==> src/rtl/videomem_pkg.sv <==
// ----------------------------------------------------------------------------
// videomem_pkg
//   Shared definitions for the video-memory write path.
//   - VM_ADDR_W / VM_DATA_W / VM_BURST_LEN : default widths and burst length
//   - wr_state_t                           : arbiter FSM state encoding
// ----------------------------------------------------------------------------
package videomem_pkg;

  localparam int unsigned VM_ADDR_W    = 25;  // word address, burst-aligned
  localparam int unsigned VM_DATA_W    = 32;  // SDRAM write data width
  localparam int unsigned VM_BURST_LEN = 4;   // data words per burst (2^n, >= 2)

  // IDLE : arbitrating, nothing outstanding
  // REQ  : wr_request raised, waiting for the controller's accept pulse
  // DATA : streaming BURST_LEN words of the granted master
  typedef enum logic [1:0] {
    IDLE = 2'd0,
    REQ  = 2'd1,
    DATA = 2'd2
  } wr_state_t;

endpackage : videomem_pkg

==> src/rtl/rr_arb2.sv <==
// ----------------------------------------------------------------------------
// rr_arb2
//   Combinational two-way arbiter pick.
//   Ports:
//     i_req[1:0]  in   request vector (bit n = master n)
//     i_prio0     in   1: only requester 0 is eligible (strict-priority mode)
//     i_last      in   index of the most recently granted requester
//     o_valid     out  an eligible requester exists
//     o_pick      out  index of the selected requester (valid with o_valid)
// ----------------------------------------------------------------------------
module rr_arb2 (
  input  logic [1:0] i_req,
  input  logic       i_prio0,
  input  logic       i_last,
  output logic       o_valid,
  output logic       o_pick
);

  always_comb begin
    // NOTE: every output gets a default first so no path through the
    // if/else leaves it unassigned, which would otherwise infer a latch.
    o_valid = 1'b0;
    o_pick  = 1'b0;
    if (i_prio0) begin
      // Requester 1 is invisible until priority mode is released.
      o_valid = i_req[0];
      o_pick  = 1'b0;
    end else begin
      o_valid = |i_req;
      if (&i_req) begin
        // Both asking: hand the grant to whoever did not have it last.
        o_pick = ~i_last;
      end else begin
        // Sole requester (or none, where o_pick is unused).
        o_pick = i_req[1];
      end
    end
  end

endmodule : rr_arb2

==> src/rtl/videomem_wr_arb.sv <==
// ----------------------------------------------------------------------------
// videomem_wr_arb
//   Two-master burst write arbiter in front of the SDRAM controller's single
//   burst-write port. Master 0 (memory initialiser) has strict priority until
//   init_complete; afterwards masters 0 and 1 (USB frame writer) alternate.
//   One master is granted per burst; request/ack/give_next_data handshakes are
//   forwarded and address/data are steered to the controller.
//
//   Ports:
//     mem_clock, reset_n           clock (rising edge), async active-low reset
//     init_complete                enables round-robin (sampled in IDLE only)
//     mX_wr_request / mX_wr_addr   burst request and start address, master X
//     mX_wr_data                   current data word of master X
//     mX_req_ack                   request-accepted pulse to master X
//     mX_give_next_data            word-consumed pulse to master X
//     wr_request / wr_addr         burst request and registered address out
//     wr_data                      granted master's data word
//     mem_req_ack                  controller accepted the request
//     give_next_data               controller consumed wr_data
//     grant                        current / last granted master
//     busy                         FSM not in IDLE
//     proto_err                    sticky handshake-violation flag
// ----------------------------------------------------------------------------
module videomem_wr_arb
  import videomem_pkg::*;
#(
  parameter int unsigned ADDR_W    = VM_ADDR_W,
  parameter int unsigned DATA_W    = VM_DATA_W,
  parameter int unsigned BURST_LEN = VM_BURST_LEN
) (
  input  logic              mem_clock,
  input  logic              reset_n,
  input  logic              init_complete,

  input  logic              m0_wr_request,
  input  logic [ADDR_W-1:0] m0_wr_addr,
  input  logic [DATA_W-1:0] m0_wr_data,
  output logic              m0_req_ack,
  output logic              m0_give_next_data,

  input  logic              m1_wr_request,
  input  logic [ADDR_W-1:0] m1_wr_addr,
  input  logic [DATA_W-1:0] m1_wr_data,
  output logic              m1_req_ack,
  output logic              m1_give_next_data,

  output logic              wr_request,
  output logic [ADDR_W-1:0] wr_addr,
  output logic [DATA_W-1:0] wr_data,
  input  logic              mem_req_ack,
  input  logic              give_next_data,

  output logic              grant,
  output logic              busy,
  output logic              proto_err
);

  localparam int unsigned      CNT_W     = $clog2(BURST_LEN);
  localparam logic [CNT_W-1:0] LAST_BEAT = CNT_W'(BURST_LEN - 1);
  localparam logic [CNT_W-1:0] ONE_BEAT  = CNT_W'(1);

  // --------------------------------------------------------------------------
  // State
  // --------------------------------------------------------------------------
  wr_state_t         r_state;
  logic [CNT_W-1:0]  r_beat;
  logic              r_grant;
  logic              r_wr_request;
  logic [ADDR_W-1:0] r_wr_addr;
  logic              r_proto_err;

  // --------------------------------------------------------------------------
  // Arbitration
  // --------------------------------------------------------------------------
  logic w_sel_valid;
  logic w_sel_pick;

  rr_arb2 u_rr_arb2 (
    .i_req   ({m1_wr_request, m0_wr_request}),
    .i_prio0 (~init_complete),
    .i_last  (r_grant),
    .o_valid (w_sel_valid),
    .o_pick  (w_sel_pick)
  );

  // --------------------------------------------------------------------------
  // Handshake qualification
  // --------------------------------------------------------------------------
  logic w_ack;        // accept pulse that the FSM honours
  logic w_beat;       // consume pulse that the FSM honours
  logic w_proto_viol; // pulse arriving where the protocol forbids it

  assign w_ack  = (r_state == REQ) && mem_req_ack;
  // A consume pulse landing on the accept cycle is already beat 0.
  assign w_beat = give_next_data && ((r_state == DATA) || w_ack);

  assign w_proto_viol = (give_next_data && !w_beat) ||
                        (mem_req_ack && (r_state != REQ));

  // --------------------------------------------------------------------------
  // FSM, beat counter, registered request/address
  // --------------------------------------------------------------------------
  always_ff @(posedge mem_clock or negedge reset_n) begin
    if (!reset_n) begin
      r_state      <= IDLE;
      r_beat       <= '0;
      r_grant      <= 1'b0;
      r_wr_request <= 1'b0;
      r_wr_addr    <= '0;
      r_proto_err  <= 1'b0;
    end else begin
      // NOTE: non-blocking assignments throughout, so every register here
      // updates from the values present before this edge.
      if (w_proto_viol) begin
        r_proto_err <= 1'b1;
      end

      case (r_state)
        IDLE: begin
          if (w_sel_valid) begin
            r_grant      <= w_sel_pick;
            r_wr_addr    <= w_sel_pick ? m1_wr_addr : m0_wr_addr;
            r_wr_request <= 1'b1;
            r_state      <= REQ;
          end
        end

        REQ: begin
          if (mem_req_ack) begin
            r_wr_request <= 1'b0;
            r_beat       <= w_beat ? ONE_BEAT : '0;
            r_state      <= DATA;
          end
        end

        DATA: begin
          if (give_next_data) begin
            // Counter is exactly log2(BURST_LEN) wide: the last beat wraps it to 0.
            r_beat <= r_beat + ONE_BEAT;
            if (r_beat == LAST_BEAT) begin
              r_state <= IDLE;
            end
          end
        end

        default: begin
          r_state <= IDLE;
        end
      endcase
    end
  end

  // --------------------------------------------------------------------------
  // Outputs
  // --------------------------------------------------------------------------
  // Pass-through pulses reach only the granted master, in the same cycle.
  assign m0_req_ack        = w_ack  && !r_grant;
  assign m1_req_ack        = w_ack  &&  r_grant;
  assign m0_give_next_data = w_beat && !r_grant;
  assign m1_give_next_data = w_beat &&  r_grant;

  // Data follows the grant in every state; outside DATA it is don't-care.
  assign wr_data    = r_grant ? m1_wr_data : m0_wr_data;

  assign wr_request = r_wr_request;
  assign wr_addr    = r_wr_addr;
  assign grant      = r_grant;
  assign busy       = (r_state != IDLE);
  assign proto_err  = r_proto_err;

endmodule : videomem_wr_arb
==> config.mk <==
export PLATFORM = sky130hd
export DESIGN_NAME = videomem_wr_arb
export DESIGN_NICKNAME = d
export VERILOG_FILES = /design/src/rtl/videomem_pkg.sv /design/src/rtl/rr_arb2.sv /design/src/rtl/videomem_wr_arb.sv
export SDC_FILE = /design/constraint.sdc
export NUM_CORES = 1
export LEC_CHECK = 0
export CORE_ASPECT_RATIO = 1.2
export CORE_MARGIN = 5
export CORE_UTILIZATION = 33
export DETAILED_ROUTE_END_ITERATION = 10
export PLACE_DENSITY = 0.94
export SLEW_MARGIN = 20
export SYNTH_ARGS = -nofsm -noshare
export SYNTH_HDL_FRONTEND = slang
export SYNTH_SLANG_ARGS = --single-unit
==> constraint.sdc <==
create_clock -name mem_clock -period 1.6 [get_ports mem_clock]
set_input_delay 0.32 -clock mem_clock [delete_from_list [all_inputs] [get_ports mem_clock]]
set_output_delay 0.32 -clock mem_clock [all_outputs]
set_load 0.01 [all_outputs]
### Word-level counts from Yosys, hierarchy flattened

Index checks and enable logic that the tools add are counted.

* bits in registers: 32
* bits in latches: 0
* memory bits (writable): 0
* ROM bits: 0
* input port bits: 121
* output and inout port bits: 65
* memories kept: 0

* add/subtract/negate cells: 1
* multiply operators: 0
* divide/modulo/power cells: 0
* magnitude comparators: 0
* equality and inequality tests: 8
* shift operators: 0
* muxes and demuxes: 17
* bitwise operators: 1
* reduce and logical (&&, ||, !) cells: 22

Operators with widths (count)
* 32-bit two-way mux: 1
* 25-bit two-way mux: 1
* 2-bit two-way mux: 6
* 1-bit logical AND: 8
* 1-bit two-way mux: 6
* 2-bit by 1-bit inequality test with 1-bit output, second input constant: 3
* 2-bit case mux with 3 select lines: 1
* 3-bit AND reduction: 2
* 2-bit nonzero test: 3
* 2-bit == test, second input constant: 2
* 2-bit inequality test, second input constant: 2
* 2-bit case mux with 2 select lines: 1
* 2-bit AND reduction: 2
* 4-bit AND reduction: 1
* 2-bit by 1-bit adder with 2-bit output, second input constant: 1
* 2-bit by 1-bit == test with 1-bit output, second input constant: 1
* 1-bit zero test: 2
* 2-bit zero test: 1
* 1-bit logical OR: 2
* 1-bit case mux with 2 select lines: 1
* 2-bit OR reduction: 1
* 1-bit inverter: 1

### Longest topological paths before layout

Gate-level depths: netlist of run 1.

* depth after elaboration: 7
* gate-level depth with buffers: 6
* depth with buffers taken out: 4

### Cells and area by module

From an unflattened synthesis of run 1, not the netlist that was laid out.

* cells, all modules: 194
* area total of the unflattened synthesis: 2078.2 µm²

By module, submodules not included
* videomem_wr_arb: times used 1, cells each 191, area each 2049.5 µm², seq. area each 800.8 µm²
* rr_arb2: times used 1, cells each 3, area each 28.8 µm², seq. area each 0.0 µm²

### Least setup slack after synthesis of run 1

No wires, ideal clock.

* path type: reg2out
* start point: register r_grant (netlist: grant)
* end point: output port wr_data[0]
* data arrival time: 1.125 ns
* data required time: 1.280 ns
* slack: 0.155 ns
* cell stages (with the launch flop): 4
* path buffers: 2
* cells stage by stage: dfrtp_1 -> buf_4 -> buf_2 -> mux2_2

* cells in the longest elaborated chain, start to end: 1

Ends and longest elaborated chain
* start: declaration: line videomem_wr_arb.sv:67 `logic r_grant;`
* start signal: assignment: line videomem_wr_arb.sv:121 `r_grant <= w_sel_pick;`
* 32-bit two-way mux: line videomem_wr_arb.sv:163 `assign wr_data = r_grant ? m1_wr_data : m0_wr_data;`
* end: declaration: line videomem_wr_arb.sv:49 `output logic [DATA_W-1:0] wr_data,`

Every way passes these cells.

### Worst setup path in the final report of run 1

* start point: register r_grant (netlist: grant)
* end point: output port wr_data[27]

Same word-level chain as after synthesis.

==> flow_summary.ini, run 1 <==
[placed_design]
portBuffers = 185
dp_hpwl_mm = 8.00
place.gp.congestion = 0.872
placed_cell_area_um2 = 4260

[route]
dr.pass1.iters = 4
drt-total-wl_mm = 10.2
vias = 2698
drt_iter0_markers = 97
ant_nets = 0
vias_per_cell = 5.25
drc = 0
wl_per_cell_um = 19.9

[critical_path]
cp_cell_sequence = buf_6 > buf_16 > mux2_4 > buf_6
critPathMostFrequentCell = buf_6
arrival_ns = 1.43
endpoint_kind = primary output
critPathLaunch = grant
worst_path_largest_cell_delay_ns = 0.43
cp-start-kind = flop
required_ns = 1.28
path_class = flop to primary output
critPathBufInv = 3
crit_fanout = 7
path_depth = 4
slowest_stage = dfrtp_2
rrSetupSlack_ns = 0.06
path_delay_family = flip-flops
rr_worst_depth = 6
r2r-start = grant

[power]
power_density_nw_per_um2 = 1480
p_sw_uw = 2470
p_clk_share_pct = 12.4
leakage_uw = 0.00186
p_sw_share_pct = 36.1
internal_power_uw = 4380
seqPwrFrac_pct = 20.9
vdd_ir_drop_max_mv = 0.680
p_comb_share_pct = 66.7

[synth]
synth.largest_area_cell = dfrtp_1
yosys.area_share.simple_pct = 11.2
synth_area_leaders = dfrtp_1, mux2_2, a31oi_2, a21oi_1, nand3_1
netlist_area_um2 = 2200
synthAdderAreaFrac_pct = 0.568
synth_top_family_by_area = compound AO/OA/AOI/OAI gates
synth_top_area_share_pct = 36.3
synth-compound-area-share_pct = 27.8
muxShareOfSynthArea_pct = 16.4
ys_seq_area_share_pct = 36.3
synthXorXnorAreaFrac_pct = 0
ys_types = 30
synth_fp_nets = 349
yosysWarningCount = 0
synth_area_per_cell_um2 = 9.71
syn_inst = 227
ys_seq_elements = 32

[clock_network]
clock_latency_ns = 0.28
htreeDepth = 2
clk_path_buf_depth = 2
cts_tree = done
cts_root_buf = clkbuf_8
clk_pin_slew_ns = 0.07
cts_hold_buf = 0
cts.sinks = 32
numCtsBuffers = 5

[timing]
setup_slack_ns = -0.154
min_period_over_period_pct = 110
worst_pin_slew_ns = 0.413
max_freq_ghz = 0.570
fin_hold_ws_ns = 0.434
min_period_ns = 1.75
rsz0062_at_grt = true
hold_viol = 0
finalSetupViolations = 34
clock_skew_ns = 0.00774
timing.final.max_slew_violations = 0
maxSlewHeadroom_pct = 72.4

[hold_path]
hp-class = input port to asynchronous set/reset pin

[global_routing]
grt_util_met1_pct = 23.7
busiest_layer = met2
antenna_found_initial = 0
grt_max_degree = 33
grt_pass1_vias = 3019
grtUsageMet3_pct = 7.87
grt_pass1_wl_mm = 15.5
grt-ovfl-total = 0
gr-usage-all-layers_pct = 23.7
met2_usage_pct = 44.7

[floorplanning]
core_area_um2 = 6490
row_count = 32
dieArea_um2 = 8420
io_pins = 186
floorplan.initialDensity_pct = 34.0
die_h_um = 99.5
die_x_um = 84.6

[final_layout]
drive_gt1_share_pct = 31.9
num_antenna_cells = 0
syn2layout_area_growth_pct = 110
final_area_um2 = 4630
fin_util_pct = 71.4
nNetsFinal = 550

[status]
status = finished with violations
failed_checks = negative setup slack

[run]
maxCapViolations = 0
-- sequential cells by signal (all words and copies together) (netlist names) --
name        count
grant           1
r_beat          2
wr_request      1
wr_addr        25
proto_err       1
r_state         2
-- cell type report --
cell class / count / area [um2]
clock buffers: 7 / 96.3
clock inverters: 1 / 30.0
flip-flops and latches: 32 / 802
multi-input cells: 168 / 1280
repair buffers: 217 / 2300
inverters: 4 / 17.5
well taps: 85 / 106
fillers: 489 / 1850
-- what timing repair did --
| item | CTS | global route |
|---|---|---|
| setup endpoints to repair | 38 | 60 |
| setup buffers | 4 | 2 |
| gates cloned | 4 | 0 |
| pin swaps | 3 | 2 |
| gates resized for setup | 208 | 16 |
-- cell families (layout without fill, tap and decap cells) --
logic type / after synthesis / count (layout)
AO/OA/AOI/OAI: 87 / 87
AND/OR/NAND/NOR: 48 / 48
multiplexers: 32 / 32
flip-flops: 32 / 32
buffers and inverters: 27 / 229
adder cells (fa/ha/maj): 1 / 1
-- power by group through the flow --
| stage | Combinational, uW | Sequential [uW] | Clock, uW |
|---|---|---|---|
| 2_1_floorplan | 1780 | 1570 | 0 |
| 3_3_place_gp | 3870 | 1420 | 0 |
| 3_5_place_dp | 3980 | 1440 | 0 |
| 4_1_cts | 4490 | 1430 | 862 |
| 5_1_grt | 4860 | 1480 | 888 |
| 6_report | 4570 | 1440 | 849 |
-- routing by layer --
layer  up-vias  wire [um]
met5         -          0
met4         0        301
met3        22       1130
met2       158       5440
met1      1272       3340
li1       1246          -
-- synth_stat cells (all sizes together) --
master and count:
inv 4, o32ai 1, o21ai 27, a21o 1
nand3 26, a311oi 1, a221oi 1, o31ai 1
nand2 8, buf 19, dfrtp 32, and3b 1
and2 3, mux2 32, nand2b 2, o21bai 1
a31oi 25, nand3b 1, clkbuf 4, nor2 6
nor2b 1, ha 1, a21oi 29
-- worst paths after layout --
path / to
min in group mem_clock: proto_err
worst min-delay path: wr_request
worst min register to register: proto_err
worst max-delay path: wr_data[27]
max in group asynchronous: grant
worst max register to register: wr_addr[16]
-- cells in the final DEF, fill, tap and decap left out, types with 3 or more instances in the layout --
cell type and instances:
clkdlybuf4s50_1 146, buf_6 36, dfrtp_1 31, a21oi_1 29, nand3_1 26, mux2_2 22
a31oi_2 19, buf_4 15, o21ai_1 14, o21ai_0 12, mux2_4 10, nand2_1 8
buf_12 8, clkbuf_8 7, a31oi_1 6, buf_16 4, buf_2 4, inv_1 3
nor2_1 3
-- metrics by stage --
stage                     power, uW  worst slack (ns)  instances  setup TNS (ns)
after detailed placement       5420            -0.487        496           -9.50
after global placement         5290            -0.439        496           -8.51
after floorplan                3350             0.155        227               0
after CTS                      6790            -0.159        512           -4.11
after global routing           7230            -0.182        514           -5.20
final                          6860            -0.154        514           -3.99
-- worst register-to-register path, delay by kind of cell (launching register included) --
| kind | cells | cell delay (ns) |
|---|---|---|
| AOI/OAI and AO/OA | 2 | 0.36 |
| DFF | 1 | 0.43 |
| buffers and inverters | 3 | 0.46 |
| and+or+nand+nor | 1 | 0.17 |
(Power assumes the default switching activity.)
==> run 2: changes to the inputs <==
--- a/config.mk
+++ b/config.mk
@@ -10,6 +10,7 @@
 export CORE_UTILIZATION = 33
 export DETAILED_ROUTE_END_ITERATION = 10
 export PLACE_DENSITY = 0.94
+export SKIP_CTS_REPAIR_TIMING = 1
 export SLEW_MARGIN = 20
 export SYNTH_ARGS = -nofsm -noshare
 export SYNTH_HDL_FRONTEND = slang
==> run 2 against run 1 <==
The run still ends with negative setup slack left; largest cell class unchanged; first-iteration DRC count grew 25%; cell count shrank 0.19%; largest power group unchanged; via count fell by 0.56%; routed wire length decreased by 2.3%; non-clock buffer count down 1; global-route usage fell by 1.3 points.
==> flow_summary.ini, run 2 (synthesis results as in run 1) <==
[final_layout]
largest_reg_flops = 25
nFillCells = 522
drive_gt1_share_pct = 30.6
fin_util_pct = 69.0
most-common-layout-cells = clkdlybuf4s50_1, dfrtp_1, a21oi_1
stdcell_count = 513
layout_commonest_cell = clkdlybuf4s50_1
nNetsFinal = 549
num_antenna_cells = 0
syn2layout_area_growth_pct = 103

[status]
failed_checks = negative setup slack
status = finished with violations

[timing]
fin_hold_ws_ns = 0.394
max_freq_ghz = 0.562
finalSetupViolations = 32
setup_slack_ns = -0.180
rsz0062_at_grt = true
min_period_over_period_pct = 111
maxSlewHeadroom_pct = 72.0
min_period_ns = 1.78
timing.final.max_slew_violations = 0
worst_pin_slew_ns = 0.420
final.setup.tns_ns = -3.46
hold_viol = 0
clock_skew_ns = 0.00616

[power]
p_clk_share_pct = 13.0
p_sw_share_pct = 36.6
p_sw_uw = 2380
seqPwrFrac_pct = 22.2
power_density_nw_per_um2 = 1450
vdd_ir_drop_max_mv = 0.644
p_comb_share_pct = 64.9
internal_power_uw = 4120
leakage_uw = 0.00183

[placed_design]
portBuffers = 185
dp_cells = 496
preCtsSetupSlack_ns = -0.487
place.gp.congestion = 0.872
dp_hpwl_mm = 8.00

[global_routing]
grt_pass1_vias = 2917
gr-usage-all-layers_pct = 22.3
antenna_found_initial = 0
grtUsageMet3_pct = 7.21
grt-ovfl-total = 0
grt_pass1_wl_mm = 14.8
grt_util_met1_pct = 23.6
grt_max_degree = 33
busiest_layer = met2
met2_usage_pct = 41.5

[critical_path]
required_ns = 1.28
arrival_ns = 1.46
endpoint_kind = primary output
path_class = flop to primary output
crit_fanout = 7
cp-start-kind = flop

[run]
maxCapViolations = 0

[clock_network]
clk_pin_slew_ns = 0.06
htreeDepth = 2
cts.sinks = 32
numCtsBuffers = 5
cts_tree = done
clk_path_buf_depth = 2
cts_root_buf = clkbuf_8
clock_latency_ns = 0.28

[floorplanning]
dieArea_um2 = 8420
floorplan.initialDensity_pct = 34.0
io_pins = 186
core_area_um2 = 6490
die_h_um = 99.5
die_x_um = 84.6
row_count = 32

[route]
dr.pass1.iters = 5
wl_per_cell_um = 19.5
drt_iter0_markers = 121
ant_nets = 0
drt-total-wl_mm = 9.98
vias_per_cell = 5.23
vias = 2683
drc = 0

[hold_path]
hp-class = input port to flop
run 2: cell types whose count changed in the layout (fill, tap and decap cells not counted), moves of 3 or more:
cell            delta
buf_16             -4
buf_6             -16
mux2_4             -6
dlymetal6s2s_1     +4
buf_2              -3
mux2_2             +6
clkbuf_2          +15
run 2: stage by stage:
| stage | instance area, um2 | total power (uW) |
|---|---|---|
| floorplan | 2200 | 3350 |
| global placement | 4260 | 5290 |
| detailed placement | 4260 | 5420 |
| CTS | 4380 | 6290 |
| global route | 4480 | 6880 |
| finish | 4480 | 6500 |
run 2: metal layers:
layer	vias up	part of all wire, %
met4	0	1.8
met2	148	53
met5	-	0
met3	14	10
li1	1243	-
met1	1278	35
run 2: worst paths after layout:
| kind | start | to | slack, ns | depth (start not counted) |
|---|---|---|---|---|
| setup / recovery | grant | wr_data[27] | -0.18 | 4 |
| hold / removal | mem_req_ack | r_state[0] | 0.39 | 3 |
| setup reg to reg | grant | wr_addr[16] | 0.06 | 6 |
| hold reg to reg | wr_request | wr_request | 0.48 | 2 |
| max in group asynchronous | reset_n | grant | 0.84 | 2 |
| min in group asynchronous | reset_n | wr_request | 0.44 | 2 |
run 2: cell type report:
cell class                 count  area, um2  share of cell area, %
clock buffer                   7       96.3                   2.15
timing repair buffer         216       2170                   48.6
clock inverter                 1       30.0                  0.671
multi-input combinational    168       1250                   28.0
sequential                    32        802                   17.9
inverter                       4       15.0                  0.335
tap                           85        106                   2.38
run 2: critical path: stages (launching register included):
cell and delay [ns]:
dfrtp_2 0.41, buf_6 0.13, clkbuf_16 0.14, mux2_2 0.35
clkbuf_2 0.16
run 2: power groups by stage:
stage	Combinational, uW	Clock [uW]	Sequential, uW
2_1_floorplan	1780	0	1570
3_3_place_gp	3870	0	1420
3_5_place_dp	3980	0	1440
4_1_cts	4000	862	1430
5_1_grt	4510	888	1480
6_report	4220	842	1440
==> run 3: changes to the inputs <==
--- a/config.mk
+++ b/config.mk
@@ -5,13 +5,16 @@
 export SDC_FILE = /design/constraint.sdc
 export NUM_CORES = 1
 export LEC_CHECK = 0
+export CELL_PAD_IN_SITES_DETAIL_PLACEMENT = 0
+export CELL_PAD_IN_SITES_GLOBAL_PLACEMENT = 1
 export CORE_ASPECT_RATIO = 1.2
 export CORE_MARGIN = 5
-export CORE_UTILIZATION = 33
+export CORE_UTILIZATION = 21
 export DETAILED_ROUTE_END_ITERATION = 10
-export PLACE_DENSITY = 0.94
+export PLACE_DENSITY = 0.9
 export SKIP_CTS_REPAIR_TIMING = 1
 export SLEW_MARGIN = 20
 export SYNTH_ARGS = -nofsm -noshare
 export SYNTH_HDL_FRONTEND = slang
+export SYNTH_HIERARCHICAL = 1
 export SYNTH_SLANG_ARGS = --single-unit
==> run 3 against run 2 <==
The run still ends with negative setup slack left; worst setup slack got worse by 0.035 ns; utilization decreased by 20 points; cell count increased by 4.3%; non-clock buffer count increased by 8; maximum frequency decreased by 2.0%; critical path depth increased by 1; sequential power about the same; count of clock-buffer cells in the layout unchanged; largest power group unchanged; clock skew decreased by 0.0023 ns; via count decreased by 14%; die area increased by 42%.
==> flow_summary.ini, run 3 <==
[placed_design]
portBuffers = 185
place.gp.congestion = 0.813
dp_hpwl_mm = 6.09
preCtsSetupSlack_ns = -0.450
dp_cells = 506

[route]
drt_iter0_markers = 34
dr.pass1.iters = 4
wl_per_cell_um = 16.3
drc = 0
vias_per_cell = 4.29
ant_nets = 0
drt-total-wl_mm = 8.71
vias = 2297

[synth]
async_flop_share_pct = 100
synth_area_per_cell_um2 = 10.7
synth_edf_count = 0
netlist_area_um2 = 2080
ys_seq_elements = 32
synthTopCellsByCount = dfrtp_1, mux2_2, nor2_1
ys_seq_area_share_pct = 38.5
yosys_most_used_dff = dfrtp_1
synth_fp_nets = 316
ys_types = 25
synth_top_area_share_pct = 38.5
syn_inst = 194
synth_area_leaders = dfrtp_1, mux2_2, mux2i_1, a21oi_2, nor2_1
yosysWarningCount = 6
synth.largest_area_cell = dfrtp_1

[floorplanning]
die_h_um = 119
dieArea_um2 = 12000
die_x_um = 101
floorplan.initialDensity_pct = 21.6
io_pins = 186
core_area_um2 = 9610
row_count = 39

[clock_network]
clk_pin_slew_ns = 0.05
cts.sinks = 32
clk_path_buf_depth = 2
htreeDepth = 2
numCtsBuffers = 5
cts_root_buf = clkbuf_16
cts_tree = done
clock_latency_ns = 0.27

[status]
failed_checks = negative setup slack
status = finished with violations

[global_routing]
antenna_found_initial = 0
grt_pass1_vias = 2384
grt-ovfl-total = 0
gr-usage-all-layers_pct = 11.9
grt_max_degree = 53
grt_pass1_wl_mm = 11.6

[critical_path]
path_depth = 5
rrSetupSlack_ns = -0.02
arrival_ns = 1.50
required_ns = 1.28
critPathMostFrequentCell = buf_6
endpoint_kind = primary output
critPathBufInv = 4
path_delay_family = buffers and inverters
worst_path_largest_cell_delay_ns = 0.43
rr_worst_depth = 7
cp_cell_sequence = buf_6 > buf_12 > buf_8 > mux2_4 > buf_6
crit_fanout = 7
cp-start-kind = flop
slowest_stage = dfrtp_2
path_class = flop to primary output

[hold_path]
hp-class = input port to asynchronous set/reset pin

[timing]
maxSlewHeadroom_pct = 82.7
min_period_ns = 1.82
finalSetupViolations = 38
worst_pin_slew_ns = 0.260
timing.final.max_slew_violations = 0
rsz0062_at_grt = true
clock_skew_ns = 0.00383
hold_viol = 0
min_period_over_period_pct = 113
max_freq_ghz = 0.551
fin_hold_ws_ns = 0.418
setup_slack_ns = -0.216

[final_layout]
stdcell_count = 535
num_antenna_cells = 0
largest_reg_flops = 25
ff_latch_area_um2 = 802
multiInputGateArea_um2 = 1260
most-common-layout-cells = clkdlybuf4s50_1, dfrtp_1, nor2_1
nNetsFinal = 533
drive_gt1_share_pct = 37.4
layout_commonest_cell = clkdlybuf4s50_1
nFillCells = 853
syn2layout_area_growth_pct = 126

[power]
vdd_ir_drop_max_mv = 0.707
power_density_nw_per_um2 = 1320
leakage_uw = 0.00201

[run]
maxCapViolations = 0
[run 3: changes by cell type in the layout (fill, tap and decap cells not counted), sizes merged, moves of 2 or more]
cell,previous run,this run
mux2i,0,26
clkbuf,26,28
and2,3,0
o21ai,27,4
nand3,26,0
dlymetal6s2s,4,9
nor2,6,32
nand2,8,6
a31oi,25,0
[run 3: final timing paths]
path,startpoint,endpoint
setup / recovery,grant,wr_data[12]
hold / removal,reset_n,wr_request
setup reg to reg,grant,wr_addr[19]
hold reg to reg,proto_err,proto_err
max in group asynchronous,reset_n,grant
min in group mem_clock,proto_err,proto_err
[run 3: layout make-up]
class,count,share of cell area (%)
timing repair buffer,224,49.3
multi-input combinational,143,26.7
sequential,32,17.1
tap,123,3.27
clock buffer,7,3.03
inverter,5,0.399
clock inverter,1,0.160
[run 3: where the power goes]
| group | switching, uW | internal, uW | leakage (uW) |
|---|---|---|---|
| registers | 239 | 1190 | 0.000355 |
| logic | 1570 | 2270 | 0.00159 |
| clock network | 333 | 619 | 0.0000701 |
| total | 2140 | 4070 | 0.00201 |
[run 3: kinds of logic after synthesis]
group,after synthesis,synth area share [%]
buffers and inverters,19,6.14
AND/OR/NAND/NOR,49,11.8
flip-flops,32,38.5
AO/OA/AOI/OAI,35,13.1
adder cells (fa/ha/maj),1,0.602
multiplexers,58,29.9
[run 3: stage by stage]
stage / util [%] / instance area, um2 / total power (uW) / setup TNS (ns)
after global placement: 43.4 / 4170 / 4690 / -13.75
after detailed placement: 43.4 / 4170 / 4740 / -13.92
final: 48.9 / 4700 / 6220 / -4.12
after CTS: 44.9 / 4320 / 5740 / -17.16
after global routing: 48.9 / 4700 / 6610 / -6.16
after floorplan: - / 2080 / 3020 / 0
[run 3: per-layer routing]
| metal | share of wire [%] | GRT usage [%] | vias to the layer above |
|---|---|---|---|
| met4 | 1.1 | 2.11 | 0 |
| met3 | 8.7 | 4.91 | 12 |
| met2 | 52 | 22.6 | 109 |
| met5 | 0 | 0 | - |
| met1 | 38 | 12.0 | 1065 |
| li1 | - | - | 1111 |
